===== config.mk =====
export PLATFORM = sky130hd
export DESIGN_NAME = control_sequencer
export DESIGN_NICKNAME = d
export VERILOG_FILES = /design/src/rtl/control_sequencer.sv
export SDC_FILE = /design/constraint.sdc
export NUM_CORES = 1
export LEC_CHECK = 0
export BUFFER_PORTS_ARGS = -buffer_cell sky130_fd_sc_hd__clkbuf_2
export CELL_PAD_IN_SITES_DETAIL_PLACEMENT = 1
export CELL_PAD_IN_SITES_GLOBAL_PLACEMENT = 2
export CORE_UTILIZATION = 24
export DETAILED_ROUTE_END_ITERATION = 8
export HOLD_SLACK_MARGIN = 0.02
export PLACE_DENSITY = 0.88
export REMOVE_ABC_BUFFERS = 1
export SYNTH_ARGS = -nofsm -noshare
export SYNTH_HDL_FRONTEND = slang
export SYNTH_SLANG_ARGS = --single-unit

===== constraint.sdc =====
create_clock -name one_shot_clock -period 3.3 [get_ports one_shot_clock]
set_input_delay 0.66 -clock one_shot_clock [delete_from_list [all_inputs] [get_ports one_shot_clock]]
set_output_delay 0.66 -clock one_shot_clock [all_outputs]
set_load 0.05 [all_outputs]

===== src/rtl/control_sequencer.sv =====
// control_sequencer: hardwired fetch/decode/execute micro-sequencer with timer trap for the FPG8 single-bus datapath
module control_sequencer #(
  parameter logic [2:0] PC_SEL   = 3'd7,
  parameter logic [2:0] LINK_SEL = 3'd6,
  parameter logic [2:0] ALU_ADD  = 3'd0,
  parameter logic [2:0] ALU_SUB  = 3'd1,
  parameter logic [2:0] ALU_AND  = 3'd2,
  parameter logic [2:0] ALU_OR   = 3'd3,
  parameter logic [2:0] ALU_INC  = 3'd4
) (
  input  logic       one_shot_clock,
  input  logic       reset,
  input  logic       dbg_hold,
  input  logic [3:0] opcode,
  input  logic       psw_z,
  input  logic       psw_n,
  input  logic       timeout,
  output logic       GPR_in,
  output logic       GPR_out,
  output logic       IR_in,
  output logic       MAR_in,
  output logic       MDR_in,
  output logic       MDR_out,
  output logic       PSW_in,
  output logic       PSW_out,
  output logic       RAM_enable_read,
  output logic       RAM_enable_write,
  output logic       timer_in,
  output logic       con_ROM_out,
  output logic       Y_in,
  output logic       Y_out,
  output logic       Y_offset_in,
  output logic       Y_shift_left,
  output logic       Y_shift_right,
  output logic       Z_in,
  output logic       Z_out,
  output logic [2:0] GPR_select,
  output logic [2:0] ALU_control,
  output logic       halted,
  output logic [3:0] step
);
  typedef enum logic [3:0] {F0, F1, F2, E0, E1, E2, T0, T1, T2, HALT} state_t;
  state_t state_q, state_d, boundary;
  logic arith, load, store, taken, set_timer;
  logic [2:0] alu_op;
  assign arith     = opcode <= 4'd3;
  assign load      = opcode == 4'd4;
  assign store     = opcode == 4'd5;
  assign set_timer = opcode == 4'd9;
  assign taken     = opcode == 4'd6 || (opcode == 4'd7 && psw_z) || (opcode == 4'd8 && psw_n);
  assign alu_op    = opcode[1:0] == 2'd0 ? ALU_ADD : opcode[1:0] == 2'd1 ? ALU_SUB :
                     opcode[1:0] == 2'd2 ? ALU_AND : ALU_OR;
  // timeout only matters when an instruction finishes and the next fetch would begin
  assign boundary  = timeout ? T0 : F0;
  assign PSW_in        = 1'b0;
  assign PSW_out       = 1'b0;
  assign Y_offset_in   = 1'b0;
  assign Y_shift_left  = 1'b0;
  assign Y_shift_right = 1'b0;
  assign halted        = state_q == HALT;
  assign step          = state_q;
  always_ff @(posedge one_shot_clock) begin
    if (reset) state_q <= F0;
    else state_q <= state_d;
  end
  always_comb begin
    state_d          = state_q;
    GPR_in           = 1'b0;
    GPR_out          = 1'b0;
    IR_in            = 1'b0;
    MAR_in           = 1'b0;
    MDR_in           = 1'b0;
    MDR_out          = 1'b0;
    RAM_enable_read  = 1'b0;
    RAM_enable_write = 1'b0;
    timer_in         = 1'b0;
    con_ROM_out      = 1'b0;
    Y_in             = 1'b0;
    Y_out            = 1'b0;
    Z_in             = 1'b0;
    Z_out            = 1'b0;
    GPR_select       = 3'd0;
    ALU_control      = ALU_ADD;
    if (!dbg_hold) begin
      case (state_q)
        F0: state_d = F1;
        F1: state_d = F2;
        F2: state_d = E0;
        E0: state_d = opcode == 4'd15 ? HALT : (arith || load || store || taken) ? E1 : boundary;
        E1: state_d = (arith || load || store) ? E2 : boundary;
        E2: state_d = boundary;
        T0: state_d = T1;
        T1: state_d = T2;
        T2: state_d = F0;
        default: state_d = state_q;
      endcase
    end
    if (!dbg_hold && !reset) begin
      case (state_q)
        F0: begin
          GPR_out     = 1'b1;
          GPR_select  = PC_SEL;
          MAR_in      = 1'b1;
          ALU_control = ALU_INC;
          Z_in        = 1'b1;
        end
        F1: begin
          RAM_enable_read = 1'b1;
          Z_out           = 1'b1;
          GPR_in          = 1'b1;
          GPR_select      = PC_SEL;
        end
        F2: begin
          MDR_out = 1'b1;
          IR_in   = 1'b1;
        end
        E0: begin
          GPR_out    = arith || load || store || taken || set_timer;
          GPR_select = GPR_out ? 3'd2 : 3'd0;
          Y_in       = arith || taken;
          MAR_in     = load || store;
          timer_in   = set_timer;
        end
        E1: begin
          if (arith) begin
            GPR_out     = 1'b1;
            GPR_select  = 3'd3;
            ALU_control = alu_op;
            Z_in        = 1'b1;
          end else if (load) begin
            RAM_enable_read = 1'b1;
          end else if (store) begin
            GPR_out    = 1'b1;
            GPR_select = 3'd3;
            MDR_in     = 1'b1;
          end else begin
            Y_out      = 1'b1;
            GPR_in     = 1'b1;
            GPR_select = PC_SEL;
          end
        end
        E2: begin
          Z_out            = arith;
          MDR_out          = load;
          GPR_in           = arith || load;
          RAM_enable_write = store;
        end
        T0: begin
          GPR_out    = 1'b1;
          GPR_select = PC_SEL;
          Y_in       = 1'b1;
        end
        T1: begin
          Y_out      = 1'b1;
          GPR_in     = 1'b1;
          GPR_select = LINK_SEL;
        end
        T2: begin
          con_ROM_out = 1'b1;
          GPR_in      = 1'b1;
          GPR_select  = PC_SEL;
          timer_in    = 1'b1;
        end
        default: ;
      endcase
    end
  end
endmodule

Word-level counts from Yosys, hierarchy flattened
Cells that the tools add are included.
{"block": "word_totals", "regBits": 4, "latch_bits": 0, "ram_bits": 0, "romBits": 0, "in_bits": 10, "output_inout_bits": 30, "elab_cells": 96, "memories": 0}
{"block": "op_classes", "n_addsub": 0, "mul": 0, "n_div": 0, "n_lt_le_gt_ge": 1, "eq_ne": 18, "n_shift": 0, "muxes": 55, "n_bitwise": 1, "reduce_logical": 20}
{"operator": "$pmux W4 S9", "n": 1}
{"operator": "$eq A4 B3 Y1 const B", "n": 8}
{"operator": "$mux W1", "n": 29}
{"operator": "$mux W3", "n": 8}
{"operator": "$eq A4 B4 Y1 const B", "n": 5}
{"operator": "$pmux W1 S2", "n": 8}
{"operator": "$pmux W3 S4", "n": 1}
{"operator": "$reduce_bool A9 Y1", "n": 1}
{"operator": "$eq A4 B2 Y1 const B", "n": 2}
{"operator": "$logic_or A1 B1 Y1", "n": 8}
{"operator": "$mux W2", "n": 4}
{"operator": "$pmux W1 S3", "n": 2}
{"operator": "$pmux W3 S2", "n": 1}
{"operator": "$eq A4 B1 Y1 const B", "n": 1}
{"operator": "$le A4 B2 Y1 const B", "n": 1}
{"operator": "$logic_not A4 Y1", "n": 1}
{"operator": "$mux W4", "n": 1}
{"operator": "$reduce_or A4 Y1", "n": 1}
{"operator": "$logic_and A1 B1 Y1", "n": 3}
{"operator": "$reduce_or A3 Y1", "n": 1}
{"operator": "$eq A2 B1 Y1 const B", "n": 1}
{"operator": "$eq A2 B2 Y1 const B", "n": 1}
{"operator": "$logic_not A1 Y1", "n": 2}
{"operator": "$logic_not A2 Y1", "n": 1}
{"operator": "3 further kinds", "n": 3}

Depth between registers and ports, before layout
{"block": "logic_depth", "word_depth": 9, "ltp_mapped": 6, "depth_no_buf": 4}

Least setup slack after synthesis
No wires, ideal clock.
{"block": "synth_timing", "path_kind": "input to output", "from": "input reset", "to": "output ALU_control[0]", "arrival_ps": 2791, "setup_slack_ps": -151, "cell_stages": 5, "path_buffers": 1, "cell_sequence": "or2_1 -> clkbuf_1 -> nor2_1 -> nand2_1 -> nor4_1"}
{"block": "synth_between", "elab_chain_len": 3}
{"element": "start: declaration", "line": "12", "source": "input logic reset,"}
{"element": "$logic_not A1 Y1", "line": "98", "source": "if (!dbg_hold && !reset) begin"}
{"element": "$logic_and A1 B1 Y1", "line": "98"}
{"element": "$mux W3", "line": "98"}
{"element": "end: declaration", "line": "38", "source": "output logic [2:0] ALU_control,"}
Every way passes these cells.

Worst setup path in the final report
{"block": "layout_timing", "from": "input opcode[3]", "to": "output GPR_in"}
{"block": "layout_between", "elab_chain_len": 6, "word_cells_on_any_way": 9, "cone_classes": "order compare: 1; eq/ne: 2; mux: 5; reduce/logical: 1"}
{"element": "start: declaration", "line": "14", "source": "input logic [3:0] opcode,"}
{"element": "$eq A4 B3 Y1", "line": "48", "source": "assign store = opcode == 4'd5;"}
{"element": "$mux W1", "line": "132", "source": "end else if (store) begin"}
{"element": "$mux W1", "line": "130", "source": "end else if (load) begin"}
{"element": "$mux W1", "line": "125", "source": "if (arith) begin"}
{"element": "$pmux W1 S3 *", "line": "99", "source": "case (state_q)"}
{"element": "$mux W1 *", "line": "98"}
{"element": "end: declaration", "line": "18", "source": "output logic GPR_in,"}
Every way passes the cells marked *; elsewhere a longest branch is shown, timed or not.

==> flow_summary.ini <==
[synth]
synth_seq_area_share = 0.0900
syn_area_per_cell_sq_um = 5.97
async_flop_share = 0
yosysWarnings = 0
ys_top_cells_by_area = dfxtp_1 (9.0%), nor2_1 (8.9%), nand2_1 (7.6%)
syn_inst = 149
yosysTopAreaCell = dfxtp_1
synth.most_common_cell = nor2_1
synth_top_area_share = 0.0900
synth_edf_count = 0
synth_common_cells = nor2_1 (21), nand2_1 (18), a21oi_1 (10)
synth-seq-cells = 4
ys_types = 47
synth_ff_type = dfxtp_1
synth_area_sq_um = 890

[routing]
route.detailed.drc = 0
final_antenna_net_count = 0
routedWlPerCell_um = 14.0
drt_wl_total_um = 3040
dr.pass1.iters = 4
drtIter0Drc = 28
num_vias = 1138
vias_per_cell = 5.24

[layout]
diodes = 0
syn_to_final_growth_pct = 20.8
drive_above_1_share = 0.246
largest_register_ffs = 4
design_area_sq_mm = 0.00107
fin_cells = 217
layout.nets = 183

[setup_path]
rrSetupSlack_ns = 1.60
r2r_end = step[1]$_SDFFE_PP0P_
r2r_start = step[1]$_SDFFE_PP0P_
start_kind = input port
reg2regPathDepth = 4
slowest_stage = nor4b_1
cp.required_ns = 2.64
cp-end-kind = output port
crit_end = GPR_in
critPathKind = input port to output port
critPathArrivalTime_ns = 2.22
slowest_delay_ns = 0.59
crit_cells = 6
path_max_fanout = 15
cp_top_family = simple AND/OR/NAND/NOR gates
path_cells = clkbuf_2, nor4b_1, a31oi_1, nor3_1, a221o_1, clkbuf_2
cp-startpoint = opcode[3]
crit_top_cell = clkbuf_2
cp_num_buf_inv = 2

[timing]
slew_headroom = 0.529
rsz0062_at_grt = no
max_freq_mhz = 348
timing.final.crit_share = 0.871
tightestPinTransition_ns = 0.705
hold_violations = 0
setup_violations = 0
drv_slew = 0
min_period_ns = 2.88
skew_ns = 0.00365

[floorplanning]
rows = 21
initial_utilization = 0.258
die_area_sq_mm = 0.00395
fp.dieH_um = 62.9
die_w_um = 62.9
coreArea_sq_mm = 0.00344
io_pins = 40

[clock_tree]
cts-root-buf = clkbuf_8
cts_tree = built
holdBufCountCts = 0
clk-insertion-delay-late_ns = 0.21
clockBufferDepth = 2
numCtsBuffers = 3
numClockSinks = 4
cts_resized = 0
post_cts_buffers = 0
ctsHtreeMaxLevel = 1
clkTransAtPathRegs_ns = 0.03

[grt]
grt_pass1_wl_um = 4820
grt_pass1_vias = 1004
grt_max_degree = 22
antenna_found_initial = 0
grt_usage = 0.150
grt.overflow.total = 0

[power_and_ir_drop]
pwr-share-comb = 0.441
p_leak_nw = 0.448
swShare = 0.427
internal-power_mw = 0.159
pwr-share-clk = 0.360
seqPwrFrac = 0.199
peakVddDrop_v = 0.000105
p_sw_mw = 0.118
pwr_density_cell_mw_per_mm2 = 258

[placement]
post_dp_cell_area_sq_mm = 0.00103
dp_cells = 214
hpwl_um = 2290
gp_congestion = 0.810
io_buffers = 34

[job]
cap_violations = 0

[status]
status = finished clean

[worst_hold_path]
min-delay-path-class = register to register
[how the worst min path moves through the flow]
stage,depth (start not counted),to,slack (ns),from
after CTS,2,step[0]$_SDFFE_PP0P_,0.67,step[0]$_SDFFE_PP0P_
final,2,step[0]$_SDFFE_PP0P_,0.68,step[0]$_SDFFE_PP0P_
after detailed placement,2,step[0]$_SDFFE_PP0P_,0.66,step[0]$_SDFFE_PP0P_
after floorplan,1,step[0]$_SDFFE_PP0P_,0.73,reset
after global placement,2,step[0]$_SDFFE_PP0P_,0.64,step[0]$_SDFFE_PP0P_
after global routing,2,step[3]$_SDFFE_PP0P_,0.70,reset
[power by group through the flow]
stage	Sequential [mW]	Combinational [mW]	Clock, mW
6_report	0.0551	0.122	0.0999
3_5_place_dp	0.0557	0.122	0
3_3_place_gp	0.0554	0.120	0
5_1_grt	0.0555	0.131	0.110
4_1_cts	0.0550	0.122	0.102
2_1_floorplan	0.0618	0.0787	0
[kinds of logic (layout without fill, tap and decap cells)]
logic type,count (synthesis),after routing,synth area share
buffers and inverters,24,42,0.141
other,1,5,0.00422
AOI/OAI and AO/OA,40,40,0.298
DFF,4,4,0.0900
and+or+nand+nor,80,80,0.467
[worst min-delay path, cell delays in order (launching register included)]
cell and delay, ns:
dfxtp_1 0.40, a21oi_1 0.16, a311oi_1 0.06
[placed cells by master (no fill, tap or decap), types with 2 or more instances in the layout]
cell and n:
a211oi_1 2, a21boi_0 3, and2_1 2, clkbuf_8 3, nand3_1 4, a31oi_1 3, nand2_1 18, or3_1 2
dfxtp_1 4, nor4_1 4, nand2b_1 4, conb_1 5, a21oi_1 10, nor3_1 7, o22ai_1 2, o21ai_0 8
nor3b_1 2, o31a_1 2, nor2b_1 5, buf_4 2, clkbuf_2 34, inv_1 3, nor2_1 21
[metal layers]
metal	vias to the layer above	track usage	wire length, um
li1	565	-	-
met1	539	0.207	1510
met2	34	0.234	1390
met3	0	0.0328	141
met4	0	0.0320	0
met5	-	0	0
[through the flow]
step	hold WS [ns]	setup WS [ns]	setup TNS, ns	utilization	power, mW
floorplan	0.732	-0.203	-0.405	-	0.140
global placement	0.639	0.486	0	0.300	0.176
detailed placement	0.661	0.447	0	0.300	0.178
CTS	0.670	0.446	0	0.312	0.279
global route	0.704	0.336	0	0.312	0.296
finish	0.675	0.425	0	0.312	0.277
[final cells by class]
cell class,count,area (sq um)
inverter,3,11.3
fill,465,2370
timing repair buffer,36,185
clock buffer,3,41.3
tap,46,57.6
sequential,4,80.1
multi-input combinational,125,699
(Power assumes the default switching activity.)
